[src/rtl/la_frame_capture.sv]
// la_frame_capture: receive side of the time-multiplexed logic-analyser byte bus.
// Locks to the slot-0 trigger, samples every slot mid-frame and publishes all 8 bytes together.
module la_frame_capture #(
   parameter int FRAME_SIZE   = 15,
   parameter int SAMPLE_POINT = 8,
   parameter int LOCK_FRAMES  = 2
) (
   input  logic       clk,
   input  logic       rst,
   input  logic [7:0] din,
   input  logic       trigger,
   output logic [7:0] reg0,
   output logic [7:0] reg1,
   output logic [7:0] reg2,
   output logic [7:0] reg3,
   output logic [7:0] reg4,
   output logic [7:0] reg5,
   output logic [7:0] reg6,
   output logic [7:0] reg7,
   output logic       frame_valid,
   output logic       locked,
   output logic       sync_err,
   output logic [7:0] err_cnt
);

   localparam int            CW          = (FRAME_SIZE < 1) ? 1 : $clog2(FRAME_SIZE + 1);
   localparam logic [CW-1:0] CYC_ZERO    = CW'(32'd0);
   localparam logic [CW-1:0] CYC_ONE     = CW'(32'd1);
   localparam logic [CW-1:0] CYC_MAX     = CW'(FRAME_SIZE);
   localparam logic [CW-1:0] CYC_SMP     = CW'(SAMPLE_POINT);
   localparam logic [3:0]    GOOD_MAX    = 4'(LOCK_FRAMES);
   localparam logic          SMP_AT_EDGE = (SAMPLE_POINT == 0);

   typedef enum logic [1:0] {
      HUNT    = 2'd0,
      CAPTURE = 2'd1,
      COMMIT  = 2'd2
   } state_t;

   state_t        state_r;
   state_t        state_s;
   logic [7:0]    din_q_r;
   logic          trig_q_r;
   logic          trig_d_r;
   logic [CW-1:0] cyc_r;
   logic [CW-1:0] cyc_s;
   logic [CW-1:0] cyc_inc_s;
   logic [2:0]    slot_r;
   logic [2:0]    slot_s;
   logic [2:0]    slot_inc_s;
   logic [2:0]    stage_idx_s;
   logic [7:0]    staging_r [8];
   logic [3:0]    good_r;
   logic [3:0]    good_inc_s;
   logic          edge_s;
   logic          frame_end_s;
   logic          sample_s;
   logic          stage_we_s;
   logic          commit_s;
   logic          err_s;
   logic          on_time_s;

   // cyc/slot describe the position just reached; *_inc_s is the position the coming edge lands on.
   assign edge_s      = trig_q_r & ~trig_d_r;
   assign cyc_inc_s   = (cyc_r == CYC_MAX) ? CYC_ZERO : cyc_r + CYC_ONE;
   assign slot_inc_s  = (cyc_r == CYC_MAX) ? slot_r + 3'd1 : slot_r;
   assign frame_end_s = (slot_r == 3'd7) && (cyc_r == CYC_MAX);
   assign sample_s    = (cyc_inc_s == CYC_SMP);
   assign good_inc_s  = (good_r == GOOD_MAX) ? good_r : good_r + 4'd1;

   // Next-state, sampling and framing-event decode.
   always_comb begin
      state_s     = state_r;
      cyc_s       = cyc_r;
      slot_s      = slot_r;
      stage_we_s  = 1'b0;
      stage_idx_s = slot_inc_s;
      commit_s    = 1'b0;
      err_s       = 1'b0;
      on_time_s   = 1'b0;
      case (state_r)
         HUNT: begin
            if (edge_s) begin
               state_s     = CAPTURE;
               cyc_s       = CYC_ZERO;
               slot_s      = 3'd0;
               stage_we_s  = SMP_AT_EDGE;
               stage_idx_s = 3'd0;
            end else begin
               state_s = HUNT;
            end
         end
         CAPTURE, COMMIT: begin
            state_s  = CAPTURE;
            cyc_s    = cyc_inc_s;
            slot_s   = slot_inc_s;
            commit_s = (state_r == COMMIT);
            if (edge_s) begin
               cyc_s       = CYC_ZERO;
               slot_s      = 3'd0;
               stage_we_s  = SMP_AT_EDGE;
               stage_idx_s = 3'd0;
               if (frame_end_s) begin
                  on_time_s = 1'b1;
               end else begin
                  err_s    = 1'b1;
                  commit_s = 1'b0;
               end
            end else if (frame_end_s) begin
               err_s    = 1'b1;
               commit_s = 1'b0;
               state_s  = HUNT;
            end else if (sample_s) begin
               // Slot 0 must see the trigger high, every other slot must see it low.
               if (trig_q_r == (slot_inc_s == 3'd0)) begin
                  stage_we_s = 1'b1;
                  if (slot_inc_s == 3'd7) begin
                     state_s = COMMIT;
                  end else begin
                     state_s = CAPTURE;
                  end
               end else begin
                  err_s    = 1'b1;
                  commit_s = 1'b0;
                  state_s  = HUNT;
               end
            end else begin
               state_s = CAPTURE;
            end
         end
         default: begin
            state_s = HUNT;
         end
      endcase
   end

   // Input pipeline, state register and slot/cycle counters.
   always_ff @(posedge clk) begin
      if (rst) begin
         din_q_r  <= 8'h00;
         trig_q_r <= 1'b0;
         trig_d_r <= 1'b0;
         state_r  <= HUNT;
         cyc_r    <= CYC_ZERO;
         slot_r   <= 3'd0;
      end else begin
         din_q_r  <= din;
         trig_q_r <= trigger;
         trig_d_r <= trig_q_r;
         state_r  <= state_s;
         cyc_r    <= cyc_s;
         slot_r   <= slot_s;
      end
   end

   // Staging capture and simultaneous publication of a complete frame.
   always_ff @(posedge clk) begin
      if (rst) begin
         for (int i = 0; i < 8; i++) begin
            staging_r[i] <= 8'h00;
         end
         reg0        <= 8'h00;
         reg1        <= 8'h00;
         reg2        <= 8'h00;
         reg3        <= 8'h00;
         reg4        <= 8'h00;
         reg5        <= 8'h00;
         reg6        <= 8'h00;
         reg7        <= 8'h00;
         frame_valid <= 1'b0;
      end else begin
         if (stage_we_s) begin
            staging_r[stage_idx_s] <= din_q_r;
         end
         frame_valid <= commit_s;
         if (commit_s) begin
            reg0 <= staging_r[0];
            reg1 <= staging_r[1];
            reg2 <= staging_r[2];
            reg3 <= staging_r[3];
            reg4 <= staging_r[4];
            reg5 <= staging_r[5];
            reg6 <= staging_r[6];
            reg7 <= staging_r[7];
         end
      end
   end

   // Framing-error accounting and lock qualification.
   always_ff @(posedge clk) begin
      if (rst) begin
         sync_err <= 1'b0;
         err_cnt  <= 8'h00;
         good_r   <= 4'd0;
         locked   <= 1'b0;
      end else begin
         sync_err <= err_s;
         if (err_s) begin
            good_r <= 4'd0;
            locked <= 1'b0;
            if (err_cnt != 8'hFF) begin
               err_cnt <= err_cnt + 8'd1;
            end
         end else if (on_time_s) begin
            good_r <= good_inc_s;
            locked <= (good_inc_s == GOOD_MAX);
         end
      end
   end

endmodule

[config.mk]
export PLATFORM = sky130hd
export DESIGN_NAME = la_frame_capture
export DESIGN_NICKNAME = d
export VERILOG_FILES = /design/src/rtl/la_frame_capture.sv
export SDC_FILE = /design/constraint.sdc
export NUM_CORES = 1
export LEC_CHECK = 0
export ABC_AREA = 1
export BUFFER_PORTS_ARGS = -buffer_cell sky130_fd_sc_hd__clkbuf_2
export CORE_MARGIN = 2
export CORE_UTILIZATION = 45
export CTS_BUF_LIST = sky130_fd_sc_hd__clkbuf_8
export DETAILED_ROUTE_END_ITERATION = 12
export GPL_ROUTABILITY_DRIVEN = 0
export PLACE_DENSITY = 0.7
export SYNTH_ARGS = -nofsm -noshare
export SYNTH_HDL_FRONTEND = slang
export SYNTH_SLANG_ARGS = --single-unit
[constraint.sdc]
create_clock -name clk -period 2.35 [get_ports clk]
set_input_delay 0.235 -clock clk [delete_from_list [all_inputs] [get_ports clk]]
set_output_delay 0.235 -clock clk [all_outputs]
set_load 0.01 [all_outputs]
==> results of run 1 <==
-- report_power, final --
group	internal [µW]	switching, µW
clock	919	962
sequential	2960	17.7
combinational	51.4	137
total	3930	1120
-- routing by layer --
layer	GRT usage [%]	wire, µm	vias to the layer above
met5	0	0	-
met1	22.1	6290	2348
li1	-	-	2448
met3	4.80	766	19
met4	6.96	205	0
met2	31.2	7430	139
-- sequential cells by signal, summed over array words and instances (netlist names) --
signal	cells
trig_d_r	1
reg4	8
reg0	8
state_r	2
frame_valid	1
good_r	4
reg7	8
reg5	8
staging_r	64
reg6	8
err_cnt	8
trig_q_r	1
reg3	8
reg1	8
locked	1
slot_r	3
sync_err	1
din_q_r	8
reg2	8
cyc_r	4
-- cell usage in the layout (no fill, tap or decap), drive strengths merged, types with 5 or more instances in the layout --
cell type	n
a21oi	84
buf	21
clkbuf	104
clkinv	7
dfxtp	98
dlygate4sd3	9
edfxtp	64
ha	10
inv	48
nand2	127
nand3	79
nand4	14
nor2	95
nor3	6
xor2	5
-- worst min-delay path, stage by stage --
cell and delay (ns):
buf_2 0.09, inv_1 0.06, buf_4 0.22, nand2_1 0.10
nor2_1 0.03
-- path summary, 6_finish.rpt --
check | end | slack [ns] | cells past startpoint
worst max register to register | reg0[0] | 0.16 | 14
worst min-delay path | err_cnt[0] | 0.33 | 5
worst min register to register | reg5[0] | 0.46 | 2
worst max-delay path | reg0[0] | 0.16 | 14
-- kinds of logic (layout without fill, tap and decap cells) --
group | count (synthesis) | in the layout
adders and majority gates | 10 | 10
buffers and inverters | 76 | 192
and+or+nand+nor | 326 | 326
DFF | 162 | 162
xor gates and xnor gates | 8 | 8
AOI/OAI and AO/OA | 89 | 89
-- through the flow --
stage	area, µm²	setup slack [ns]	setup TNS [ns]	power [µW]	hold slack [ns]
2_1_floorplan	6410	0.0976	0	3140	0.342
4_1_cts	7480	0.0394	0	5060	0.264
3_3_place_gp	7030	0.136	0	3200	0.437
5_1_grt	7660	-0.0293	-0.186	5220	0.322
6_report	7660	0.162	0	5050	0.330
3_5_place_dp	7030	0.0574	0	3200	0.438
-- cell type report --
type                    instances  share of cell area (%)
clock inverters                15                    1.68
inverters                      43                    2.11
repair buffers                117                    10.4
flip-flops and latches        162                    50.7
well taps                     180                    2.94
multi-input cells             433                    29.1
clock buffers                  17                    3.06
-- timing repair --
| item | in CTS | in global routing |
|---|---|---|
| setup buffers | 0 | 1 |
| setup endpoints to repair | 0 | 172 |
| endpoints found under the hold margin | 9 | 0 |
| resized for setup | 0 | 22 |
| hold buffers | 9 | 0 |
==> out/results.txt, run 1 <==
Via density: 5.12
Synth cell types: 31
Inserted Clock Buffers: 17
die width: 123 µm
Slew HR: 34.1%
crit path capture type: register
CP bufs+invs: 2
die area: 0.0152 mm²
storage element area: 0.00388 mm²
non-filler cells in the finished layout: 967
EDFF count, synth: 64
share of post-route cells with drive strength above 1: 23.6%
H-tree depth: 4
Critical Path Start Type: register
Critical Path Source: slot_r[0]
reg-to-reg critical path startpoint: slot_r[0]
Multi-input gate area: 0.00223 mm²
Detailed Routing Iterations Pass 1: 6
via count: 4954
Area contributors post-synth: dfxtp_1 (31%), edfxtp_1 (30%), nand2_1 (6.4%)
Synth top area share: 30.6%
Synth-to-Final Area Change: 19.4%
final clock skew: 0.0169 ns
Finish-stage setup viols: 0
Post-Synth XOR/XNOR Area: 1.09%
CP peak stage delay: 0.34 ns
Nets: 795
Cells after Synth: 671
status: complete, no violations
main combinational cell family by area after synthesis: simple AND/OR/NAND/NOR gates
vias in the first global route: 4512
GR Overflow Total: 0
Worst Path Required: 2.71 ns
drt first-iter violations: 343
Crit Path Category: reg -> reg
Fill cells: 1188
Synth Area in Compound Gates: 7.57%
unrepaired setup endpoints after global routing: yes
post-route ant nets: 0
Die H: 123 µm
WL final: 14700 µm
Max-cap violations: 0
average size of a mapped cell: 9.55 µm²
top-count cell post-synth: nand2_1
Top Ports: 86
Lkg Pwr: 0.00299 µW
final hold viol count: 0
initial antenna violation count: 0
mux cell area share after synthesis: 0%
Worst-Skew Late Latency: 0.44 ns
diodes inserted: 0
Max FO, Critical Path: 16
delay-heaviest family, CP: simple AND/OR/NAND/NOR gates
worst path cell trace: ha_1 -> ha_1 -> inv_1 -> nand2_2 -> nand2_4 -> nand3_2 -> nand2_2 -> nand3_2 -> nand2_2 -> nand2_4 -> nand2_4 -> buf_8 -> nand2_1 -> a21oi_1
CORE AREA: 0.0139 mm²
Seq/Total Area, Yosys: 60.6%
Clk pin slew, worst setup/hold paths: 0.08 ns
deepest clock path buffer count: 2
critical path data arrival time: 2.55 ns
DRC Markers: 0
largest area contributor in the netlist: dfxtp_1
final max-slew violation count: 0
drt wl/cell: 15.2 µm
synthesized area: 0.00641 mm²
PortBufs: 85
fin util: 55.2%
std cell rows: 43
period utilization: 93.1%
TritonCTS clock tree: yes
achievable frequency: 457 MHz
largest net degree at the start of global routing: 91
top_reg_cell synth: dfxtp_1
Placed Cells: 921
ys async rst share: 0%
minimum clock period after layout: 2.19 ns
top cells by count, synth: nand2_1 (110), dfxtp_1 (98), nor2_1 (93), nand3_1 (75), a21oi_1 (74)
net count after synthesis: 692
CTS Sinks: 162
Initial Util: 46.2%
Synth Area in Simple Gates: 23.1%
Hold Crit Class: in -> reg
FF+latch count, synth: 162
CTS Root Buffer Type: clkbuf_8
peak supply drop: 303 µV
total global-route track usage: 18.3%
Worst path slowest cell: dfxtp_1
Post-Synth Adder-Cell Area: 1.95%
synth warn: 0
power density cells: 659 mW/mm²
hpwl dp: 9030 µm
Tightest Pin Transition: 0.989 ns
first-pass GRT wire length: 21500 µm
Hold Crit Start: rst
(Power assumes the default switching activity.)
==> run 2, diff against run 1 <==
--- a/config.mk
+++ b/config.mk
@@ -5,7 +5,7 @@
 export SDC_FILE = /design/constraint.sdc
 export NUM_CORES = 1
 export LEC_CHECK = 0
-export ABC_AREA = 1
+export ABC_AREA = 0
 export BUFFER_PORTS_ARGS = -buffer_cell sky130_fd_sc_hd__clkbuf_2
 export CORE_MARGIN = 2
 export CORE_UTILIZATION = 45
==> out/results.txt, run 2 <==
TritonCTS clock tree: yes
Nets: 791 (-0.50%)
Largest Register: staging_r
critical path data arrival time: 2.67 ns (+0.12 ns)
DRC Markers: 0 (unchanged)
WL final: 15600 µm (+6.3%)
final hold viol count: 0 (unchanged)
deepest clock path buffer count: 2 (unchanged)
Crit Path Category: reg -> reg
minimum clock period after layout: 2.28 ns (+0.0956 ns)
initial antenna violation count: 0 (unchanged)
drt first-iter violations: 283 (-17%)
most frequent cells in the layout: nand2_1 (139), dfxtp_1 (96), clkbuf_2 (85), and2_1 (66), mux2i_1 (65)
synthesized area: 0.00696 mm² (+8.6%)
Inserted Clock Buffers: 17 (unchanged)
first-pass GRT wire length: 24200 µm (+12%)
Synth-to-Final Area Change: 20.7%
max FFs per register: 64 (unchanged)
crit path capture type: register
FF+latch count, synth: 162 (unchanged)
top cells by count, synth: nand2_1 (139), dfxtp_1 (98), and2_1 (66), mux2i_1 (66), edfxtp_1 (64)
average size of a mapped cell: 10.8 µm² (+13%)
CTS Root Buffer Type: clkbuf_8
EDFF count, synth: 64 (unchanged)
Worst-Skew Late Latency: 0.47 ns (+0.03 ns)
Tightest Pin Transition: 0.490 ns (-0.499 ns)
most common cell after layout, fill and taps aside: nand2_1
unrepaired setup endpoints after global routing: yes
GR Overflow Total: 0 (unchanged)
net count after synthesis: 668 (-3.5%)
power density cells: 622 mW/mm² (-5.6%)
Gate power share: 3.6% (about the same)
Clk pin slew, worst setup/hold paths: 0.08 ns (about the same)
die area: 0.0165 mm² (+8.3%)
Die H: 128 µm (+4.1%)
total global-route track usage: 19.0% (+0.70 points)
Synth cell types: 60 (+94%)
post-route ant nets: 0 (unchanged)
status: complete, no violations
share of post-route cells with drive strength above 1: 24.1% (+0.50 points)
diodes inserted: 0 (unchanged)
switching power: 1140 µW (+2.4%)
std cell rows: 45 (+4.7%)
Initial Util: 46.0% (-0.23 points)
largest net degree at the start of global routing: 77 (-15%)
top-count cell post-synth: nand2_1
top_reg_cell synth: dfxtp_1
Worst Path Required: 2.74 ns (+0.03 ns)
non-filler cells in the finished layout: 971 (+0.41%)
sequential share of power: 57.4% (-1.6 points)
switching share of power: 21.9% (-0.23 points)
drt wl/cell: 16.1 µm (+5.9%)
internal power: 4080 µW (+3.8%)
H-tree depth: 4 (unchanged)
Via density: 5.18 (+1.1%)
Detailed Routing Iterations Pass 1: 5 (-1)
achievable frequency: 438 MHz (-4.2%)
peak supply drop: 353 µV (+16%)
Max-cap violations: 0 (unchanged)
final max-slew violation count: 0 (unchanged)
CORE AREA: 0.0151 mm² (+9.1%)
CTS Sinks: 162 (unchanged)
Hold Crit Class: in -> reg
Fill cells: 1276 (+7.4%)
Max FO, Critical Path: 11 (-5)
Synth top area share: 28.2% (-2.4 points)
via count: 5027 (+1.5%)
Lkg Pwr: 0.00323 µW (+8.1%)
Seq/Total Area, Yosys: 55.8% (-4.8 points)
synth warn: 0 (unchanged)
hold_ws: 0.0195 ns (-0.310 ns)
period utilization: 97.2% (+4.1 points)
Slew HR: 67.2% (+33 points)
Critical Path Start Type: register
Cells after Synth: 647 (-3.6%)
Finish-stage setup viols: 0 (unchanged)
Area contributors post-synth: dfxtp_1 (28%), edfxtp_1 (28%), mux2i_1 (9.5%)
die width: 128 µm (+4.1%)
clock share of power: 39.0% (+1.7 points)
ys async rst share: 0% (unchanged)
final clock skew: 0.0149 ns (-0.00203 ns)
largest area contributor in the netlist: dfxtp_1
PortBufs: 85 (unchanged)
vias in the first global route: 4808 (+6.6%)
hpwl dp: 10100 µm (+12%)
Top Ports: 86 (unchanged)
Placed Cells: 922 (+0.11%)
## run 2: kinds of logic (layout without fill, tap and decap cells)
kind of cell	after synthesis	count (layout)	share of synthesized area, %
mux	68	68	9.81
xor+xnor	5	5	0.629
flops	162	162	55.8
compound gates	61	61	6.26
fa+ha+maj	10	10	1.80
buf+inv	45	181	4.42
simple gates	296	296	21.3
## run 2: metal layers
layer / part of all wire [%] / up-vias / GRT usage, % / routed length (µm)
met2: 50 / 106 / 32.4 / 7760
met3: 4.1 / 23 / 4.70 / 638
met5: 0 / - / 0 / 0
met4: 1.6 / 0 / 5.69 / 249
met1: 45 / 2413 / 23.9 / 6970
li1: - / 2485 / - / -
## run 2: final timing paths
check / startpoint / to / slack [ns] / cells after the start
worst max register to register: slot_r[1] / reg5[2] / 0.07 / 9
worst min-delay path: din[5] / din_q_r[5] / 0.02 / 2
worst max-delay path: slot_r[1] / reg5[2] / 0.07 / 9
worst min register to register: reg3[3] / reg3[3] / 0.46 / 2
## run 2: critical path, cell delays in order (launching register included)
cell and delay [ns]:
dfxtp_2 0.34, ha_4 0.16, ha_4 0.27, nor3b_4 0.05
o21a_1 0.18, o32a_1 0.40, a21oi_4 0.26, buf_6 0.18
clkbuf_16 0.18, mux2i_1 0.19
## run 2: timing repair
item                                    CTS  global route
endpoints found under the hold margin     8             0
pin swaps                                 3             4
resized for setup                        10            18
endpoints found under the setup margin   54            87
setup buffers                             3             4
hold buffers                              8             0
cloned                                    2             3
## run 2: power by group through the flow
stage	Clock, µW	Sequential, µW	Combinational, µW
floorplan	0	3040	117
global placement	0	3060	169
detailed placement	0	3060	173
CTS	2080	3000	184
global route	2210	3000	206
finish	2040	3000	187
## run 2: through the flow
stage | setup WS [ns] | TNS [ns] | power, µW | instance area (µm²) | util [%]
6_report | 0.0664 | 0 | 5220 | 8400 | 55.4
4_1_cts | -0.00408 | -0.00719 | 5270 | 8270 | 54.6
5_1_grt | -0.0591 | -1.05 | 5420 | 8400 | 55.4
3_3_place_gp | 0.0386 | 0 | 3230 | 7670 | 50.6
2_1_floorplan | -0.0995 | -0.796 | 3160 | 6960 | -
3_5_place_dp | -0.0265 | -0.189 | 3240 | 7670 | 50.6
## run 2: area by class of cell
type,count,area (µm²),area share (%)
Multi-Input combinational cell,440,2850,33.9
Inverter,10,38.8,0.462
Clock inverter,14,150,1.79
Tap cell,188,235,2.80
Clock buffer,18,248,2.95
Sequential cell,162,3890,46.3
Timing Repair Buffer,139,990,11.8
==> run 3, diff against run 2 <==
--- a/config.mk
+++ b/config.mk
@@ -6,13 +6,13 @@
 export NUM_CORES = 1
 export LEC_CHECK = 0
 export ABC_AREA = 0
-export BUFFER_PORTS_ARGS = -buffer_cell sky130_fd_sc_hd__clkbuf_2
+export BUFFER_PORTS_ARGS = -buffer_cell sky130_fd_sc_hd__buf_2
 export CORE_MARGIN = 2
 export CORE_UTILIZATION = 45
 export CTS_BUF_LIST = sky130_fd_sc_hd__clkbuf_8
 export DETAILED_ROUTE_END_ITERATION = 12
 export GPL_ROUTABILITY_DRIVEN = 0
-export PLACE_DENSITY = 0.7
+export PLACE_DENSITY = 0.67
 export SYNTH_ARGS = -nofsm -noshare
 export SYNTH_HDL_FRONTEND = slang
 export SYNTH_SLANG_ARGS = --single-unit
==> out/results.txt, run 3 (synthesized netlist as in run 2, its figures left out) <==
status: complete, no violations
Via density: 5.23 (+1.0%)
Detailed Routing Iterations Pass 1: 5 (unchanged)
Crit Path Category: reg -> reg
Max FO, Critical Path: 12 (+1)
unrepaired setup endpoints after global routing: yes
Critical Path Start Type: register
Lkg Pwr: 0.00332 µW (+2.9%)
die area: 0.0165 mm² (unchanged)
hpwl dp: 10200 µm (+0.49%)
Largest Register: staging_r
CP peak stage delay: 0.34 ns (-0.06 ns)
GR Overflow Total: 0 (unchanged)
largest net degree at the start of global routing: 86 (+12%)
Top Ports: 86 (unchanged)
CP most frequent cell: buf_4
Nets: 794 (+0.38%)
hold_ws: 0.0418 ns (+0.0223 ns)
via count: 5094 (+1.3%)
worst path cell trace: buf_4 -> ha_1 -> nor4bb_2 -> a41o_2 -> o21a_4 -> a21oi_4 -> buf_4 -> buf_12 -> mux2i_1
drt first-iter violations: 298 (+5.3%)
power density cells: 614 mW/mm² (-1.2%)
most common cell after layout, fill and taps aside: nand2_1
DRC Markers: 0 (unchanged)
post-route ant nets: 0 (unchanged)
Clk pin slew, worst setup/hold paths: 0.08 ns (about the same)
Worst Path Required: 2.72 ns (-0.02 ns)
CTS Root Buffer Type: clkbuf_8
deepest clock path buffer count: 2 (unchanged)
final hold viol count: 0 (unchanged)
setup TNS: 0 ns (unchanged)
final max-slew violation count: 0 (unchanged)
total global-route track usage: 19.2% (+0.21 points)
die width: 128 µm (unchanged)
CTS Sinks: 162 (unchanged)
minimum clock period after layout: 2.26 ns (-0.0224 ns)
drt wl/cell: 15.9 µm (-0.93%)
Slew HR: 47.2% (-20 points)
TritonCTS clock tree: yes
PortBufs: 85 (unchanged)
crit path capture type: register
Inserted Clock Buffers: 17 (unchanged)
WL final: 15500 µm (-0.63%)
CORE AREA: 0.0151 mm² (unchanged)
achievable frequency: 442 MHz (+0.99%)
first-pass GRT wire length: 24500 µm (+1.4%)
Initial Util: 46.0% (unchanged)
max FFs per register: 64 (unchanged)
final clock skew: 0.0106 ns (-0.00429 ns)
Worst path slowest cell: dfxtp_2
Max-cap violations: 0 (unchanged)
Tightest Pin Transition: 0.792 ns (+0.302 ns)
std cell rows: 45 (unchanged)
vias in the first global route: 4952 (+3.0%)
critical path data arrival time: 2.63 ns (-0.04 ns)
Synth-to-Final Area Change: 21.7%
Finish-stage setup viols: 0 (unchanged)
period utilization: 96.2% (-0.95 points)
Worst-Skew Late Latency: 0.46 ns (about the same)
fin util: 55.9% (+0.50 points)
Hold Crit Class: in -> reg
diodes inserted: 0 (unchanged)
most frequent cells in the layout: nand2_1 (139), dfxtp_1 (94), buf_2 (85), and2_1 (66), mux2i_1 (65)
share of post-route cells with drive strength above 1: 25.3% (+1.2 points)
H-tree depth: 4 (unchanged)
initial antenna violation count: 0 (unchanged)
peak supply drop: 328 µV (-7.1%)
Die H: 128 µm (unchanged)
[run 3: final cells by class]
class / count / area, µm²
Clock inverter: 13 / 135
Multi-Input combinational cell: 440 / 2880
Fill cell: 1316 / 6670
Inverter: 10 / 38.8
Clock buffer: 19 / 262
Timing Repair Buffer: 142 / 1040
Tap cell: 188 / 235
Sequential cell: 162 / 3890
[run 3: repair_timing]
action | CTS | global route
gates cloned | 2 | 4
endpoints found under the setup margin | 89 | 141
hold buffers | 8 | 0
resized for setup | 12 | 20
buffers inserted | 4 | 4
pin swaps | 2 | 10
hold endpoints to repair | 8 | 0
[run 3: power breakdown]
| part | total (µW) | internal [µW] | leakage [µW] | switching, µW |
|---|---|---|---|---|
| Combinational | 186 | 61.8 | 0.00166 | 124 |
| Clock | 2020 | 997 | 0.000202 | 1030 |
| Sequential | 3000 | 2960 | 0.00145 | 40.0 |
[run 3: path summary, 6_finish.rpt]
path	from	to	slack, ns	cells after the start
min	din[3]	din_q_r[3]	0.04	2
min reg2reg	reg1[3]	reg1[3]	0.46	2
max reg2reg	cyc_r[0]	reg0[2]	0.09	9
max	cyc_r[0]	reg0[2]	0.09	9
[run 3: critical path: cells and delay by family, from the launching register on]
family                     cells  cell delay, ns
DFF                            1            0.34
and+or+nand+nor                1            0.17
buffers and inverters          3            0.45
muxes                          1            0.22
adders and majority gates      1            0.20
AOI/OAI and AO/OA              3            0.79
[run 3: per-layer routing]
metal	wire length, µm	vias up	track usage, %
met5	0	-	0
met4	195	0	6.72
met3	583	19	4.53
met2	7770	112	32.1
met1	6970	2463	24.5
li1	-	2500	-
[run 3: stage by stage]
step / area [µm²] / power (µW) / std cells / setup WS [ns]
6_report: 8470 / 5210 / 974 / 0.0888
5_1_grt: 8470 / 5380 / 974 / -0.0186
4_1_cts: 8270 / 5250 / 967 / -0.0304
3_5_place_dp: 7660 / 3230 / 921 / -0.0612
3_3_place_gp: 7660 / 3230 / 921 / 0.0164
2_1_floorplan: 6960 / 3160 / 647 / -0.0995
